<file path="src/rtl/tail_light_pkg.sv">
// rtl/tail_light_pkg.sv - state type and default parameters for the tail light sequencer
package tail_light_pkg;

  typedef enum logic [2:0] {
    IDLE    = 3'd0,
    LEFT    = 3'd1,
    RIGHT   = 3'd2,
    HAZ_ON  = 3'd3,
    HAZ_OFF = 3'd4
  } statetype;

  localparam int NLAMP_DEFAULT    = 3;
  localparam int TICK_DIV_DEFAULT = 1;

endpackage

</file>
<file path="src/rtl/tick_gen.sv">
// rtl/tick_gen.sv - free-running prescaler producing one step pulse every TICK_DIV cycles
module tick_gen #(
  parameter int TICK_DIV = 1
) (
  input  logic clk,
  input  logic reset,
  output logic step
);

  localparam int CW = (TICK_DIV > 1) ? $clog2(TICK_DIV) : 1;
  localparam logic [CW-1:0] LAST = CW'(TICK_DIV - 1);

  logic [CW-1:0] count;

  always_ff @(posedge clk or negedge reset) begin
    if (!reset) begin
      count <= '0;
    end else if (count == LAST) begin
      count <= '0;
    end else begin
      count <= count + CW'(1);
    end
  end

  // With TICK_DIV=1 LAST is zero, so step stays high every cycle.
  assign step = (count == LAST);

endmodule

</file>
<file path="src/rtl/tail_light_seq.sv">
// rtl/tail_light_seq.sv - sequential turn/hazard/brake tail light controller
module tail_light_seq
  import tail_light_pkg::*;
#(
  parameter int NLAMP    = NLAMP_DEFAULT,
  parameter int TICK_DIV = TICK_DIV_DEFAULT
) (
  input  logic             clk,
  input  logic             reset,
  input  logic             left,
  input  logic             right,
  input  logic             hazard,
  input  logic             brake,
  output logic [NLAMP-1:0] lamps_l,
  output logic [NLAMP-1:0] lamps_r,
  output logic             busy
);

  localparam int IW = $clog2(NLAMP + 1);
  localparam logic [IW-1:0] IDX_LAST = IW'(NLAMP);

  logic             step;
  logic             haz_req;
  statetype         state, nxt_state;
  logic [IW-1:0]    idx, nxt_idx;
  logic [NLAMP-1:0] pat, brk, nxt_l, nxt_r;

  tick_gen #(.TICK_DIV(TICK_DIV)) u_tick (
    .clk   (clk),
    .reset (reset),
    .step  (step)
  );

  assign haz_req = hazard | (left & right);

  always_comb begin
    nxt_state = state;
    nxt_idx   = idx;
    if (step) begin
      case (state)
        IDLE: begin
          if (haz_req) begin
            nxt_state = HAZ_ON;
            nxt_idx   = '0;
          end else if (left) begin
            nxt_state = LEFT;
            nxt_idx   = IW'(1);
          end else if (right) begin
            nxt_state = RIGHT;
            nxt_idx   = IW'(1);
          end
        end
        LEFT, RIGHT: begin
          // Turn input is ignored here so a started sequence always completes.
          if (haz_req) begin
            nxt_state = HAZ_ON;
            nxt_idx   = '0;
          end else if (idx == IDX_LAST) begin
            nxt_state = IDLE;
            nxt_idx   = '0;
          end else begin
            nxt_idx = idx + IW'(1);
          end
        end
        HAZ_ON: begin
          nxt_state = HAZ_OFF;
          nxt_idx   = '0;
        end
        HAZ_OFF: begin
          nxt_state = haz_req ? HAZ_ON : IDLE;
          nxt_idx   = '0;
        end
        default: begin
          nxt_state = IDLE;
          nxt_idx   = '0;
        end
      endcase
    end
  end

  // Lamps decode from the next state so the pattern appears right after the step edge.
  always_comb begin
    pat = '0;
    for (int i = 0; i < NLAMP; i++) begin
      pat[i] = (i < int'(nxt_idx));
    end
    brk   = brake ? '1 : '0;
    nxt_l = '0;
    nxt_r = '0;
    case (nxt_state)
      IDLE:    begin nxt_l = brk; nxt_r = brk; end
      LEFT:    begin nxt_l = pat; nxt_r = brk; end
      RIGHT:   begin nxt_l = brk; nxt_r = pat; end
      HAZ_ON:  begin nxt_l = '1;  nxt_r = '1;  end
      default: begin nxt_l = '0;  nxt_r = '0;  end
    endcase
  end

  always_ff @(posedge clk or negedge reset) begin
    if (!reset) begin
      state   <= IDLE;
      idx     <= '0;
      lamps_l <= '0;
      lamps_r <= '0;
    end else begin
      state   <= nxt_state;
      idx     <= nxt_idx;
      lamps_l <= nxt_l;
      lamps_r <= nxt_r;
    end
  end

  assign busy = (state != IDLE);

endmodule
</file>
<file path="config.mk">
export PLATFORM = sky130hd
export DESIGN_NAME = tail_light_seq
export DESIGN_NICKNAME = d
export VERILOG_FILES = /design/src/rtl/tail_light_pkg.sv /design/src/rtl/tick_gen.sv /design/src/rtl/tail_light_seq.sv
export SDC_FILE = /design/constraint.sdc
export NUM_CORES = 1
export LEC_CHECK = 0
export ABC_AREA = 1
export CELL_PAD_IN_SITES_DETAIL_PLACEMENT = 0
export CELL_PAD_IN_SITES_GLOBAL_PLACEMENT = 2
export CORE_MARGIN = 10
export CORE_UTILIZATION = 26
export CTS_CLUSTER_DIAMETER = 60
export CTS_CLUSTER_SIZE = 10
export DETAILED_ROUTE_END_ITERATION = 7
export PLACE_DENSITY = 0.79
export SLEW_MARGIN = 40
export SYNTH_ARGS = -nofsm -noshare
export SYNTH_HDL_FRONTEND = slang
export SYNTH_HIERARCHICAL = 1
export SYNTH_SLANG_ARGS = --single-unit
</file>
<file path="constraint.sdc">
create_clock -name clk -period 1.6 [get_ports clk]
set_input_delay 0.24 -clock clk [delete_from_list [all_inputs] [get_ports clk]]
set_output_delay 0.24 -clock clk [all_outputs]
set_load 0.005 [all_outputs]
</file>
==> out/qor.yml <==
status: "completed"
rsz0062_at_grt: "no"
finClkSkew_ns: 0.00193
final.period_utilization_pct: 92.0
start_kind: "register"
placed_area_um2: 846
ys_seq_area_share_pct: 40.4
peakVddDrop_mv: 0.897
yosys_most_used_dff: "dfrtp_1"
avgSynthCellArea_um2: 6.81
cp_top_family: "simple AND/OR/NAND/NOR gates"
yosys.cell_count.top_type: "nand2_1"
drive_above_1_share_pct: 20.7
final_cells: 151
route.detailed.drc: 0
synthArstFlopShare_pct: 100
synth-seq-cells: 11
wl_per_cell_um: 10.2
required_ns: 1.76
cp_cell_sequence: "nor2_2 -> buf_4 -> nand3_1 -> nand3_1 -> nand2_1 -> nand2_2 -> nor2_1 -> nor2_2 -> nand2_1"
p_seq_share_pct: 29.3
synth_nets: 107
grt_start_max_net_pins: 12
via_count: 672
core_region_area_mm2: 0.00248
fin_crit_ns: 1.47
slowest_delay_ns: 0.44
syn_to_final_growth_pct: 34.6
diodes: 0
clk_latency_ns: 0.27
drt_wl_total_um: 1540
synthTopCellsByArea: "dfrtp_1 40%, nand2_1 22%, nor2_1 6.1%"
row_count: 18
fin_ws_ns: 0.129
cts_buffers: 3
p_per_area_mw_per_mm2: 1770
max-cap-violations: 0
cpMaxStageDelayCell: "dfrtp_2"
grt_pass1_vias: 624
place_congestion: 0.807
start_util_pct: 27.5
hold_class: "primary input to async pin"
firstDrtPassIters: 4
dpl.hpwl_um: 1260
reg2reg_slack_ns: 0.13
synth_edf_count: 0
die_w_um: 71.2
synth_common_cells: "40 x nand2_1, 11 x dfrtp_1, 11 x nor2_1"
port_buffers: 12
cts.sinks: 11
final_area_um2: 916
tritoncts: "done"
die_h_um: 71.2
pwr-share-comb_pct: 59.2
power_frac_clock_pct: 11.4
p_int_mw: 0.952
synth_top_area_share_pct: 40.4
dp.cells: 143
grt_pass1_wl_um: 2720
holdWs_ns: 0.296
p_leak_nw: 0.484
critPathKind: "register to register"
antenna_found_initial: 0
synth_cell_types: 17
clkTransAtPathRegs_ns: 0.06
htreeDepth: 1
ant_nets: 0
fin_nets: 129
slew_violations: 0
synth_largest_area_cell: "dfrtp_1"
synth_warnings: 6
avgViaCountPerCell: 4.45
dieArea_mm2: 0.00506
p_sw_share_pct: 41.4
netlist_instances: 100
cp-end-kind: "register"
finalSetupViolCount: 0
grt_use_total_pct: 6.44
netlist_area_um2: 681
report.final.hold_viol_count: 0
p_switching_mw: 0.672
grt_overflow: 0
fin_util_pct: 37.0
worst_ep_arrival_time_ns: 1.63
cts_max_path_buffers: 2
clockRootBuffer: "clkbuf_4"
cts_hold_buffers: 0
ios: 13
pre_cts_ws_ns: -0.125
cp_num_buf_inv: 1
crit_fanout: 5
drtIter0Drc: 23
fmaxAchievable_ghz: 0.680
-- cell families after synthesis --
group / Yosys count / synth area share, %
flops: 11 / 40.4
compound gates: 5 / 4.23
fa+ha+maj: 1 / 1.84
other cells: 1 / 0.551
simple gates: 70 / 45.8
buf+inv: 12 / 7.17
-- power by group through the flow --
stage	sequential (mW)	combinational, mW	clock (mW)
6_report	0.476	0.962	0.186
5_1_grt	0.491	1.09	0.209
4_1_cts	0.478	0.908	0.189
3_5_place_dp	0.484	0.871	0
3_3_place_gp	0.488	0.887	0
2_1_floorplan	0.479	0.525	0
-- stage by stage --
| stage | TNS, ns | power, mW |
|---|---|---|
| finish | 0 | 1.62 |
| CTS | 0 | 1.57 |
| detailed placement | -0.674 | 1.36 |
| floorplan | 0 | 1.00 |
| global route | 0 | 1.79 |
| global placement | -0.666 | 1.38 |
-- cell usage in the layout, fill, tap and decap left out, drive strengths merged --
cell type      instances
a21oi                  1
buf                    6
clkbuf                 4
clkdlybuf4s50         11
conb                   1
dfrtp                 11
dlygate4sd2            1
ha                     1
inv                   11
nand2                 42
nand3                  8
nand3b                 1
nand4                  3
nor2                  16
o21ai                  4
-- state kept, by name, summed over array words and instances, names as in the netlist --
| signal | cells |
|---|---|
| lamps_l | 3 |
| lamps_r | 3 |
| state | 3 |
| idx | 2 |
-- metal layers --
layer	track usage (%)	vias to the layer above	share of wire, %
li1	-	351	-
met1	7.31	306	40
met2	10.4	13	52
met3	3.49	2	7.3
met4	1.29	0	0.45
met5	0	-	0
-- timing repair --
action,4_1_cts,5_1_grt
endpoints found under the setup margin,1,6
resized for setup,2,5
buffers inserted,2,2
pin swaps,1,0
gates cloned,0,0
-- area by class of cell --
class | instances | area [um^2]
inverters | 11 | 41.3
clock buffers | 4 | 26.3
flip-flops and latches | 11 | 278
repair buffers | 18 | 164
multi-input cells | 77 | 369
well taps | 30 | 37.5
fillers | 265 | 1560
-- path summary, 6_finish.rpt --
check / startpoint / end / depth (start not counted)
max: state[0] / lamps_r[2] / 9
min in group clk: idx[1] / idx[1] / 2
max in group asynchronous: reset / state[0] / 1
max reg2reg: state[0] / lamps_r[2] / 9
min: reset / lamps_r[0] / 1
min reg2reg: idx[1] / idx[1] / 2
Note: power is estimated with default switching activity, not from simulation.
